**src/rtl/pipe_hazard_unit.sv**
```systemverilog
// pipe_hazard_unit: load-use stall, branch flush and operand forwarding for a 5-stage pipeline
module pipe_hazard_unit #(
    parameter int REG_AW  = 5,
    parameter int NUM_SRC = 2,
    parameter int CNT_W   = 16
) (
    input  logic                      clk,
    input  logic                      reset,
    input  logic                      id_valid,
    input  logic [NUM_SRC*REG_AW-1:0] id_rs,
    input  logic [NUM_SRC-1:0]        id_rs_used,
    input  logic [REG_AW-1:0]         id_rd,
    input  logic                      id_regwrite,
    input  logic                      id_memread,
    input  logic                      br_taken,
    output logic                      stall,
    output logic                      flush,
    output logic [NUM_SRC*2-1:0]      fwd_sel,
    output logic [CNT_W-1:0]          stall_cnt,
    output logic [CNT_W-1:0]          flush_cnt
);
    localparam logic [CNT_W-1:0] CNT_ONE = 1;
    logic              r_ex_v, r_ex_rw, r_ex_mr;
    logic [REG_AW-1:0] r_ex_rd;
    logic              r_mem_v, r_mem_rw, r_mem_mr;
    logic [REG_AW-1:0] r_mem_rd;
    logic              r_wb_v, r_wb_rw;
    logic [REG_AW-1:0] r_wb_rd;
    logic [CNT_W-1:0]  r_stall_cnt, r_flush_cnt;
    logic [NUM_SRC-1:0] w_lu;
    for (genvar i = 0; i < NUM_SRC; i++) begin : g_src
        logic [REG_AW-1:0] w_rs;
        logic              w_ok, w_ex, w_mem, w_wb;
        assign w_rs  = id_rs[i*REG_AW +: REG_AW];
        assign w_ok  = id_rs_used[i] && (w_rs != '0);
        assign w_ex  = w_ok && r_ex_v && r_ex_rw && (r_ex_rd == w_rs);
        assign w_mem = w_ok && r_mem_v && r_mem_rw && (r_mem_rd == w_rs);
        assign w_wb  = w_ok && r_wb_v && r_wb_rw && (r_wb_rd == w_rs);
        assign w_lu[i] = w_ex && r_ex_mr;
        assign fwd_sel[2*i +: 2] = stall ? 2'd0 : w_ex ? 2'd1 : w_mem ? 2'd2 : w_wb ? 2'd3 : 2'd0;
    end
    assign flush     = br_taken;
    assign stall     = id_valid && (|w_lu) && !br_taken;
    assign stall_cnt = r_stall_cnt;
    assign flush_cnt = r_flush_cnt;
    // shadow pipeline: WB always takes old MEM; flush bubbles EX and MEM, stall bubbles EX
    always_ff @(posedge clk) begin
        if (reset) begin
            r_ex_v   <= 1'b0;
            r_ex_rw  <= 1'b0;
            r_ex_mr  <= 1'b0;
            r_ex_rd  <= '0;
            r_mem_v  <= 1'b0;
            r_mem_rw <= 1'b0;
            r_mem_mr <= 1'b0;
            r_mem_rd <= '0;
            r_wb_v   <= 1'b0;
            r_wb_rw  <= 1'b0;
            r_wb_rd  <= '0;
        end else begin
            r_wb_v   <= r_mem_v;
            r_wb_rw  <= r_mem_rw;
            r_wb_rd  <= r_mem_rd;
            r_mem_v  <= r_ex_v && !flush;
            r_mem_rw <= r_ex_rw;
            r_mem_mr <= r_ex_mr;
            r_mem_rd <= r_ex_rd;
            r_ex_v   <= id_valid && !flush && !stall;
            r_ex_rw  <= id_regwrite;
            r_ex_mr  <= id_memread;
            r_ex_rd  <= id_rd;
        end
    end
    // saturating stall and flush event counters
    always_ff @(posedge clk) begin
        if (reset) begin
            r_stall_cnt <= '0;
            r_flush_cnt <= '0;
        end else begin
            if (stall && (r_stall_cnt != '1)) r_stall_cnt <= r_stall_cnt + CNT_ONE;
            if (flush && (r_flush_cnt != '1)) r_flush_cnt <= r_flush_cnt + CNT_ONE;
        end
    end
endmodule

```
**config.mk**
```make
export PLATFORM = sky130hd
export DESIGN_NAME = pipe_hazard_unit
export DESIGN_NICKNAME = d
export VERILOG_FILES = /design/src/rtl/pipe_hazard_unit.sv
export SDC_FILE = /design/constraint.sdc
export NUM_CORES = 1
export LEC_CHECK = 0
export BUFFER_PORTS_ARGS = -buffer_cell sky130_fd_sc_hd__buf_2
export CAP_MARGIN = 20
export CORE_MARGIN = 2
export CORE_UTILIZATION = 53
export DETAILED_ROUTE_END_ITERATION = 10
export PLACE_DENSITY = 0.79
export SLEW_MARGIN = 40
export SYNTH_ARGS = -nofsm -noshare
export SYNTH_HDL_FRONTEND = slang
export SYNTH_SLANG_ARGS = --single-unit
```
**constraint.sdc**
```tcl
create_clock -name clk -period 3.1 [get_ports clk]
set_clock_uncertainty 0.1 [all_clocks]
set_input_delay 0.155 -clock clk [delete_from_list [all_inputs] [get_ports clk]]
set_output_delay 0.155 -clock clk [all_outputs]
set_load 0.02 [all_outputs]
```
# After elaboration in Yosys (flattened, before gate mapping)
# Index checks and enable logic that the tools add are counted.
[word_totals]
register_bits = 54
in_bits = 23
out_inout_bits = 38
wordCells = 64
[op_classes]
add_sub_neg = 2
eq_ne = 8
muxes = 8
reduce_logical = 34
[op_table]
columns = ["op", "count"]
rows = [
  ["adder 16 x 1 -> 16 bit, second input constant", 2],
  ["inequality test 16 bit, second input constant", 2],
  ["== test 5 bit", 6],
  ["logical AND 1 bit", 29],
  ["two-way mux 2 bit", 8],
  ["nonzero test 5 bit", 2],
  ["logical NOT 1 bit", 2],
  ["OR reduction 2 bit", 1],
]

# Depth between registers and ports, before layout
[logic_depth]
depth_word = 11
ltp_mapped = 7
mapped_depth_nobuf = 7

# Worst setup path after synthesis
# Ideal clock, no wire load.
[synth_timing]
path_kind = "input -> output"
start = "input port id_rs[1]"
end = "output port fwd_sel[1]"
arrival_ps = 1949
path_slack_ps = 896
cell_stages = 6
path_buffers = 0
path_cell_list = "or4_1 -> o21ai_1 -> nor4_4 -> nor2_2 -> nor2_1 -> nor3_1"
[synth_via]
elab_chain_cells = 10
elab_cells_between_ends = 22
[synth_lines]
columns = ["item", "line_no", "text"]
rows = [
  ["from (decl)", "10", "input logic [NUM_SRC*REG_AW-1:0] id_rs,"],
  ["nonzero test 5 bit", "35", "assign w_ok = id_rs_used[i] && (w_rs != '0);"],
  ["logical AND 1 bit", "35", ""],
  ["logical AND 1 bit (2 in series)", "36", "assign w_ex = w_ok && r_ex_v && r_ex_rw && (r_ex_rd == w_rs);"],
  ["logical AND 1 bit *", "36", ""],
  ["logical AND 1 bit *", "39", "assign w_lu[i] = w_ex && r_ex_mr;"],
  ["OR reduction 2 bit *", "43", "assign stall = id_valid && (|w_lu) && !br_taken;"],
  ["logical AND 1 bit * (2 in series)", "43", ""],
  ["named net stall", "16", "output logic stall,"],
  ["two-way mux 2 bit *", "40", "assign fwd_sel[2*i +: 2] = stall ? 2'd0 : w_ex ? 2'd1 : w_mem ? 2'd2 : w_wb ? 2'd3 : 2'd0;"],
  ["to (decl)", "18", "output logic [NUM_SRC*2-1:0] fwd_sel,"],
]
# The timed path passes the listed nets; every way through them passes the cells marked *.

# Worst setup path in the final report
[layout_timing]
start = "register r_ex_rd[3]"
end = "output port fwd_sel[1]"
[layout_via]
elab_chain_cells = 7
elab_cells_between_ends = 11
[layout_lines]
columns = ["item", "line_no", "text"]
rows = [
  ["from (decl)", "24", "logic [REG_AW-1:0] r_ex_rd;"],
  ["from (signal assigned)", "71", "r_ex_rd <= id_rd;"],
  ["== test 5 bit", "36", ""],
  ["logical AND 1 bit", "36", ""],
  ["logical AND 1 bit", "39", ""],
  ["OR reduction 2 bit", "43", ""],
  ["logical AND 1 bit (2 in series)", "43", ""],
  ["two-way mux 2 bit *", "40", ""],
]
# Every way passes the cells marked *; elsewhere a longest branch is shown, timed or not.

==> impl_results.md <==
* Routed length per instance at 13.6 microns
* Number of synthesized flops with an enable pin at 0
* Fin crit share at between 70% and 80%
* Cell Pwr Density at between 400 and 500 nW/um^2
* CP Launch Type: flop
* Final wirelength at between 5000 and 6000 microns
* Status: complete, no violations
* N_diodes at 0
* Final Hold Vio Count at 0
* Worst slew pin tran at between 0.7 and 0.8 ns
* Worst slew margin at approximately 50%
* Layout cell share with drive strength beyond 1 at roughly 22%
* Synth Net Count at 310
* Area delta synth->final at 20.7%
* GR Overflow Total at 0
* Top-count cell post-synth: dfxtp_1
* Post-CTS Setup Bufs at 0
* Largest net degree at the start of global routing at 36
* Tot GR Track Use at between 20% and 30%
* Flops & latches, synth at 54
* Worst setup path class: flop to output pin
* Synth area leader: dfxtp_1
* Int Power at about 1.0 mW
* Max H-tree Level at 2
* CP required at approximately 2.8 ns
* Final Setup Violations at 0
* DR vias at ~2,300
* Crit path arrival time at around 2.2 ns
* Most common flop cell mapped by yosys: dfxtp_1
* Register area share after synthesis at 42.1%
* Clock power share at between 30% and 40%
* Clock Path Buffers at 2
* Post-Layout Cell Count at between 400 and 500
* Yosys top cell area share at a little over two fifths
* Fin crit period at roughly 2.4 ns
* Yosys warnings at 0
* Rows at 25
* Fill cell count at 410
* Die Y at 73.6 microns
* Clock Latency Late Sink at 0.31 ns
* Chip width at roughly 74 microns
* IO Port Bufs at 60
* Initial drt markers at ~110
* ANT nets after route at 0
* Synth cell count leaders: dfxtp_1 (54), nor2_1 (29), xnor2_1 (29), nor2b_1 (23), nand4_1 (17)
* Total core area at 4690 sq um
* Type of the most critical hold path: primary input to flop
* Unrepaired setup endpoints after global routing: no
* Initial antenna violation count at 0
* Logic pwr share at under 10%
* Seq pwr share at between 50% and 60%
* Peak VDD IR at roughly 240 uV
* CTS sink count at 54
* Post-Syn Area per Cell at around 9 sq um
* CTS Hold Bufs at 7
* Vias per inst at between 5 and 6
* Max-cap viol count at 0
* Fmax at slightly above 400 MHz
* Leakage at between 1 and 1.5 nW
* Post-Syn Area at ~2600 sq um
* Sw frac at approximately a quarter
* Sum Neg Setup Slack at 0 ns
* CTS Root Cell: clkbuf_8
* Full die area at 5410 sq um
* Drt first pass iters at 4
* Pwr Total at 1.31 mW
* DRC errors left at 0
* Starting Density at roughly 55%
* Num CTS Buffers at 5
* First-pass GRT wire length at just over 9000 microns
* Top fanout value on the critical path at 8
* Synth Instances at 285
* Async set-reset flop share out of synthesis at 0%
* Worst-path clk slew at around 0.090 ns
* Layout net count at 378
* Routability cong. at 0.889
* Area contributors post-synth: dfxtp_1 (42%), xnor2_1 (9.9%), nor2b_1 (5.6%)
* Vias in the first global route at ~2,100
* DP Wirelength at a little over 4000 microns
* CTS resizes at 0
* Io pins at 61
* Net Sw Power at approximately 0.31 mW
* Placed Cells incl. Taps at a little under 400
* Setup crit end kind: output pin
* Fin. max-slew vios at 0
* TritonCTS clock tree: yes
* Yosys cell types at 37
[metrics by stage]
step | area [sq um] | utilization (%) | hold slack [ns] | setup slack (ns)
floorplan | 2560 | - | 0.132 | 0.896
global placement | 2910 | 62.1 | 0.270 | 0.797
detailed placement | 2910 | 62.1 | 0.267 | 0.744
CTS | 3100 | 66.0 | 0.00618 | 0.625
global route | 3100 | 66.0 | 0.0248 | 0.467
finish | 3100 | 66.0 | 0.0171 | 0.655
[area by class of cell]
cell class	count	area, sq um	area share, %
inverters	7	26.3	0.848
flip-flops and latches	54	1080	34.9
well taps	54	67.6	2.18
multi-input cells	216	1420	45.9
clock inverters	3	45.0	1.45
clock buffers	5	68.8	2.22
repair buffers	69	385	12.4
[power by group through the flow]
stage          logic, mW  clock network [mW]  registers [mW]
2_1_floorplan     0.0634                   0           0.737
3_3_place_gp       0.102                   0           0.736
3_5_place_dp       0.103                   0           0.737
4_1_cts            0.110               0.486           0.721
5_1_grt            0.121               0.512           0.723
6_report           0.109               0.480           0.721
[flip-flops by register name (all words and copies together) (netlist names)]
register and cells:
flush_cnt 16, stall_cnt 16, r_ex_rd 5, r_ex_mr 1, r_mem_v 1, r_wb_rd 5, r_mem_rw 1, r_wb_rw 1
r_wb_v 1, r_mem_rd 5, r_ex_rw 1, r_ex_v 1
[kinds of logic (layout without fill, tap and decap cells)]
group	count (synthesis)	in the layout	share of synthesized area, %
adders and majority gates	2	2	0.975
buffers and inverters	15	84	2.39
xor gates and xnor gates	45	45	15.4
muxes	4	4	1.66
DFF	54	54	42.1
AOI/OAI and AO/OA	34	34	8.05
and+or+nand+nor	131	131	29.4
[layout by cell type (no fill, tap or decap), drive strengths merged]
master	instances
a21oi	14
a41oi	1
and3	3
and3b	1
and4	1
buf	62
bufinv	1
clkbuf	5
clkinvlp	2
dfxtp	54
dlygate4sd3	7
ha	2
inv	7
mux2	2
mux2i	2
nand2	9
nand3	13
nand4	17
nor2	30
nor2b	23
nor3	5
nor3b	1
nor4	7
nor4b	2
o21ai	11
o21bai	1
o31ai	6
o41ai	1
or2	2
or3	8
or4	9
xnor2	29
xor2	16
[metal layers]
layer  share of wire [%]  routed length, microns  vias up  GRT usage [%]
met5                   0                       0        -              0
met4                0.79                      44        0           7.27
met3                 3.6                     201        5           3.57
met2                  50                    2790       51           36.6
met1                  45                    2520     1072           27.9
li1                    -                       -     1139              -
[critical path, cell delays in order (launching register included)]
cell     delay, ns
dfxtp_1       0.39
xnor2_1       0.14
nand4_1       0.19
nor4_4        0.41
nor2_2        0.14
nor2_1        0.33
nor3_1        0.11
buf_2         0.18
[path summary, 6_finish.rpt]
path	depth (start not counted)	slack [ns]	from	endpoint
worst max-delay path	7	0.65	r_ex_rd[3]	fwd_sel[1]
worst min-delay path	2	0.02	br_taken	r_ex_v
worst max register to register	6	0.76	r_ex_rd[3]	stall_cnt[12]
worst min register to register	1	0.39	r_ex_v	r_mem_v
Power figures use the tool's default switching activity.
